==> src/rtl/max_q_select_fp.sv <==
// max_q_select_fp: streaming fp32 max/argmax over NUM_ACTIONS Q-values per set
module max_q_select_fp #(
  parameter int NUM_ACTIONS = 4,
  parameter int IDX_W       = 2
) (
  input  logic             clk,
  input  logic             rst_n,
  input  logic             clear,
  input  logic             valid_in,
  input  logic [31:0]      q_in,
  output logic [31:0]      max_q,
  output logic [IDX_W-1:0] max_idx,
  output logic             valid_out,
  output logic             busy
);
  typedef enum logic {IDLE, ACCUM} state_t;
  localparam logic [IDX_W-1:0] LAST = IDX_W'(NUM_ACTIONS - 1);
  state_t           state_q;
  logic [IDX_W-1:0] cnt_q;
  logic [IDX_W-1:0] run_idx_q;
  logic [31:0]      run_max_q;
  logic             take_d;
  // fp32 ordering on raw fields; +0 and -0 are equal so ties keep the older value
  function automatic logic gt(input logic [31:0] a, input logic [31:0] b);
    if (a[31] != b[31]) return !a[31] && (a[30:0] != '0 || b[30:0] != '0);
    return a[31] ? (a[30:0] < b[30:0]) : (a[30:0] > b[30:0]);
  endfunction
  // new beat strictly beats the running max
  always_comb take_d = gt(q_in, run_max_q);
  assign busy = (state_q == ACCUM);
  // set accumulation FSM; the last beat writes the result registers directly
  always_ff @(posedge clk or negedge rst_n) begin
    if (!rst_n) begin
      state_q   <= IDLE;
      cnt_q     <= '0;
      run_idx_q <= '0;
      run_max_q <= '0;
      max_q     <= '0;
      max_idx   <= '0;
      valid_out <= 1'b0;
    end else begin
      valid_out <= 1'b0;
      if (clear) begin
        state_q <= IDLE;
        cnt_q   <= '0;
      end else if (valid_in) begin
        if (state_q == IDLE) begin
          run_max_q <= q_in;
          run_idx_q <= '0;
          cnt_q     <= IDX_W'(1);
          state_q   <= ACCUM;
        end else if (cnt_q == LAST) begin
          max_q     <= take_d ? q_in : run_max_q;
          max_idx   <= take_d ? cnt_q : run_idx_q;
          valid_out <= 1'b1;
          cnt_q     <= '0;
          state_q   <= IDLE;
        end else begin
          if (take_d) begin
            run_max_q <= q_in;
            run_idx_q <= cnt_q;
          end
          cnt_q <= cnt_q + IDX_W'(1);
        end
      end
    end
  end
endmodule

==> config.mk <==
export PLATFORM = sky130hd
export DESIGN_NAME = max_q_select_fp
export DESIGN_NICKNAME = d
export VERILOG_FILES = /design/src/rtl/max_q_select_fp.sv
export SDC_FILE = /design/constraint.sdc
export NUM_CORES = 1
export LEC_CHECK = 0
export ABC_AREA = 1
export ABC_CLOCK_PERIOD_IN_PS = 2000
export BUFFER_PORTS_ARGS = -buffer_cell sky130_fd_sc_hd__buf_2
export CELL_PAD_IN_SITES_DETAIL_PLACEMENT = 2
export CELL_PAD_IN_SITES_GLOBAL_PLACEMENT = 2
export CORE_UTILIZATION = 29
export DETAILED_ROUTE_END_ITERATION = 8
export GPL_TIMING_DRIVEN = 0
export PLACE_DENSITY_LB_ADDON = 0.08
export SYNTH_ARGS = -nofsm -noshare
export SYNTH_HDL_FRONTEND = slang
export SYNTH_SLANG_ARGS = --single-unit
==> constraint.sdc <==
create_clock -name clk -period 2 [get_ports clk]
set_input_delay 0.4 -clock clk [delete_from_list [all_inputs] [get_ports clk]]
set_output_delay 0.4 -clock clk [all_outputs]
set_load 0.02 [all_outputs]
# Word-level counts from Yosys, hierarchy flattened
# Cells that the tools add are included.
[classes]
add_sub_neg = 1
n_lt_le_gt_ge = 2
n_eq_ne = 3
n_mux = 22
n_bitwise = 1
n_reduce_logical = 8
[ops]
columns = ["cell", "count"]
rows = [
  ["2-to-1 mux 32 bit", 3],
  ["nonzero test 31 bit", 2],
  ["> comparator 31 bit", 1],
  ["< comparator 31 bit", 1],
  ["2-to-1 mux 2 bit", 7],
  ["2-to-1 mux 1 bit", 12],
  ["AND reduction 4 bit", 1],
  ["AND reduction 3 bit", 1],
  ["adder 2 x 1 -> 2 bit, second input constant", 1],
  ["== test 2 bit, second input constant", 1],
  ["inequality test 2 bit, second input constant", 1],
  ["nonzero test 2 bit", 1],
  ["logical AND 1 bit", 1],
  ["logical NOT 1 bit", 1],
  ["logical OR 1 bit", 1],
  ["inequality test 1 bit", 1],
  ["inverter 1 bit", 1],
]
[word_totals]
reg_bits = 72
wordCells = 44

# Logic depth before layout (Yosys ltp)
[logic_depth]
word_depth = 8
ltp_mapped = 19
mapped_depth_nobuf = 18

# Worst setup path before layout
# No wires, ideal clock.
[synth_path]
kind = "register to register"
start = "register run_max_q[30]"
end = "register run_max_q[3]"
t_arrival_ns = 1.823
required_time_ns = 1.883
setup_slack_ns = 0.060
stages_incl_launch_ff = 17
path_buffers = 1
period_less_slack_ns = 1.940
cell_sequence = "dfrtp_1 -> inv_1 -> ha_1 -> nand2_1 -> nor2_2 -> inv_1 -> nor3_2 -> nand2_1 -> nand2_2 -> nand2_2 -> nand2_4 -> nand2_4 -> buf_6 -> nand2_2 -> nand3_1 -> nand2_1 -> nand2_1"
[synth_between]
elab_chain_cells = 8
word_cells_on_any_way = 11
[synth_lines]
columns = ["item", "line", "source"]
rows = [
  ["start: declaration", "21", "logic [31:0] run_max_q;"],
  ["start signal: assignment", "48", "run_max_q <= q_in;"],
  ["start signal: assignment", "60", "run_max_q <= q_in;"],
  ["parallel branches: the longest is 4 deep, another holds > comparator 31 bit", "n/a", ""],
  ["2-to-1 mux 1 bit *", "26", "return a[31] ? (a[30:0] < b[30:0]) : (a[30:0] > b[30:0]);"],
  ["2-to-1 mux 32 bit * (3 in a row)", "n/a", ""],
]
# Mark *: on every way between the ends. The select of a mux whose other input is x is not followed.
# A chain may end at the register's enable or synchronous reset.

# Worst setup path in the final report
[layout_path]
start = "register run_max_q[20]"
end = "register run_max_q[14]"
# The elaborated chain is that of the path after synthesis.

==> metrics.md <==
| Metric | Value |
|---|---|
| Hold Buf Count CTS | 0 |
| Clock sinks | 72 |
| Num CTS Buffers | 9 |
| Violated checks | negative setup slack |
| Fillers | 1,933 |
| Final Hold Vio Count | 0 |
| Asr flop ratio synth | 1.000 |
| CTS tree | built |
| Critical Path AT | 2630 ps |
| Post-synth top area share | 0.3649 |
| Flops & latches, synth | 72 |
| CP Capture Type | flop |
| Min-delay worst type | input port to async pin |
| I/O Pins | 72 |
| Mux contribution to synthesized area | 0 |
| Ranking of synthesized cells by area | dfrtp_1 36%, nand2_1 23%, ha_1 8.1%, nand3_1 7.2%, inv_1 6.6% |
| Avg Inst Size Synth | 6.745 sq um |
| Layout cells sized above 1 | 0.3588 |
| RSZ-0062 raised after global routing | true |
| DP Wirelength | 14,310 microns |
| Final Wtd Congestion | 0.7687 |
| Port Buffer Count | 71 |
| Power consumption | 6.317 mW |
| Register-to-register setup slack | -390 ps |
| Setup violators final | 66 |
| Antenna cells | 0 |
| Pwr dens | 873.9 nW/um^2 |
| Final Cycle Share | 1.195 |
| Die Span X | 132.5 microns |
| Yosys cell types | 26 |
| Mapped Cells | 732 |
| Post-DR vias/cell | 5.063 |
| Dpl ws | -650.8 ps |
| Critical path, cell by cell | inv_2 > ha_4 > nand2_4 > nor2_4 > nand4_1 > nor3_2 > nand2_1 > nand2_2 > nand2_4 > nand2_8 > nand2_8 > buf_12 > nand2_4 > nand3_2 > nand2_2 > nand2_2 |
| Largest net degree at the start of global routing | 40 |
| Seq/Total Area, Yosys | 0.3649 |
| Worst Path Buf+Inv | 2 |
| Adder-Cell Fraction of Synth Area | 0.08109 |
| DRT Pass-1 Iters | 6 |
| Cell family contributing the most delay on the critical path | simple AND/OR/NAND/NOR gates |
| Leading area contributor after synthesis | dfrtp_1 |
| TNS Setup | -21,050 ps |
| Slowest CP cell | dfrtp_1 |
| Filler-free cell count of the finished design | 1,084 |
| Clk pin slew, worst setup/hold paths | 60 ps |
| Slew margin rel. | 0.4017 |
| Initial Utilization | 0.2977 |
| Critical path class | flop to flop |
| Die height | 132.5 microns |
| P_leak | 3.861 nW |
| Site row count | 47 |
| Tmin final | 2390 ps |
| WL final | 22,440 microns |
| Max-Cap Viols | 0 |
| Clock skew | 9.698 ps |
| Final #Nets | 927 |
| Startpoint Class | flop |
| Clk root buf | clkbuf_16 |
| Vias | 5,488 |
| Drt drc | 0 |
| Number of antenna violations at the first check in global routing | 0 |
| Clk_lat worst skew | 350 ps |
| Wirelength per Cell | 20.70 microns |
| CP peak stage delay | 390 ps |
| Worst-path fanout max | 8 |
| Mapped cell area | 4937 sq um |
| Core Region | 16,580 sq um |
| XOR/XNOR Fraction of Synth Area | 0 |
| Placed cells | 1,024 |
| Outcome | finished with violations |
| Global-route wire length before repair | 32,730 microns |
| Antenna violation net count after detailed routing | 0 |
| DRT iter0 DRCs | 144 |
| H-tree levels | 3 |
| Synth Area in Simple Gates | 0.4022 |
| Syn_nets | 800 |
| Main synth FF type | dfrtp_1 |
| Main combinational cell family by area after synthesis | simple AND/OR/NAND/NOR gates |
| Maximum vdd drop | 470.4 uV |
| Die area | 17,550 sq um |
| Total GRT Usage | 0.2437 |
| Worst setup margin | -390.3 ps |
| Area Overhead vs Synth | 46.40% |
| Clock Path Buffers | 2 |
| EDFF count, synth | 0 |
| Post-synth top cells | 299 x nand2_1, 87 x inv_1, 72 x dfrtp_1 |
| Vias in the first global route | 6,023 |
| Worst slew pin tran | 897.4 ps |
| Pins Over Slew Limit | 0 |
| CP required | 2240 ps |
| Total grt overflow | 0 |
| Highest clock rate | 418.4 MHz |
| Most frequent cell after synthesis | nand2_1 |
| Yosys warns | 0 |
| Synth Area in Compound Gates | 0.05423 |
-- state kept, by name, summed over array words and instances (netlist names) --
signal and cells:
cnt_q 2, valid_out 1, run_idx_q 2, max_idx 2, max_q 32, busy 1, run_max_q 32
-- cell families (layout without fill, tap and decap cells) --
| group | after synthesis | in the layout |
|---|---|---|
| AND/OR/NAND/NOR | 458 | 458 |
| buffers and inverters | 118 | 250 |
| adder cells (fa/ha/maj) | 32 | 32 |
| AO/OA/AOI/OAI | 52 | 52 |
| flip-flops | 72 | 72 |
-- worst paths after layout --
check,cells past startpoint,to,startpoint
worst max-delay path,16,run_max_q[14]$_DFFE_PN0P_,run_max_q[20]$_DFFE_PN0P_
worst min-delay path,1,max_q[11]$_DFFE_PN0P_,rst_n
worst max register to register,16,run_max_q[14]$_DFFE_PN0P_,run_max_q[20]$_DFFE_PN0P_
worst min register to register,2,max_q[3]$_DFFE_PN0P_,max_q[3]$_DFFE_PN0P_
max in group asynchronous,2,run_max_q[27]$_DFFE_PN0P_,rst_n
min in group clk,3,busy$_DFFE_PN0P_,valid_in
-- per-layer routing --
layer  GRT usage  up-vias  wire, microns
met4     0.08621        0            444
li1            -     2589              -
met2      0.4608       71          12130
met3     0.03448       29            399
met5           0        -              0
met1      0.2766     2799           9457
-- area by class of cell --
class                   count  area (sq um)  area share
multi-input cells         542          3423      0.4736
clock inverters             4         75.07     0.01039
repair buffers            116         823.3      0.1139
plain buffers              29         219.0     0.03029
flip-flops and latches     72          1808      0.2501
inverters                  89         337.8     0.04674
well taps                 220         275.3     0.03808
clock buffers              12         266.5     0.03687
-- through the flow --
stage            util  hold slack (ps)  instance area [sq um]
2_1_floorplan       -            104.4                   4937
3_3_place_gp   0.3357            455.6                   5568
3_5_place_dp   0.3376            415.2                   5598
4_1_cts        0.3928            34.89                   6514
5_1_grt        0.4359            47.61                   7228
6_report       0.4359            20.88                   7228
-- power by group --
group,internal (mW),switching [mW]
sequential,1.62,0.149
clock,1.20,0.694
combinational,1.07,1.58
-- cells in the final DEF, fill, tap and decap left out, drive strengths merged --
master,synthesis,layout
a21o,2,2
clkinvlp,0,2
o21ai,4,4
inv,87,87
ha,32,32
clkbuf,18,31
nand3b,1,1
nand4,21,21
nand3,71,71
buf,11,126
nor4,14,14
or2,1,1
nor3,5,5
bufinv,0,2
dfrtp,72,72
a21oi,45,45
nor2,23,23
clkinv,2,2
o211ai,1,1
nand2,322,322
-- what timing repair did --
action	CTS	global route
pin swaps	22	45
setup endpoints to repair	69	69
resized for setup	83	125
cloned	2	3
setup buffers	23	16
No activity file was read; power rests on OpenSTA's default activity.
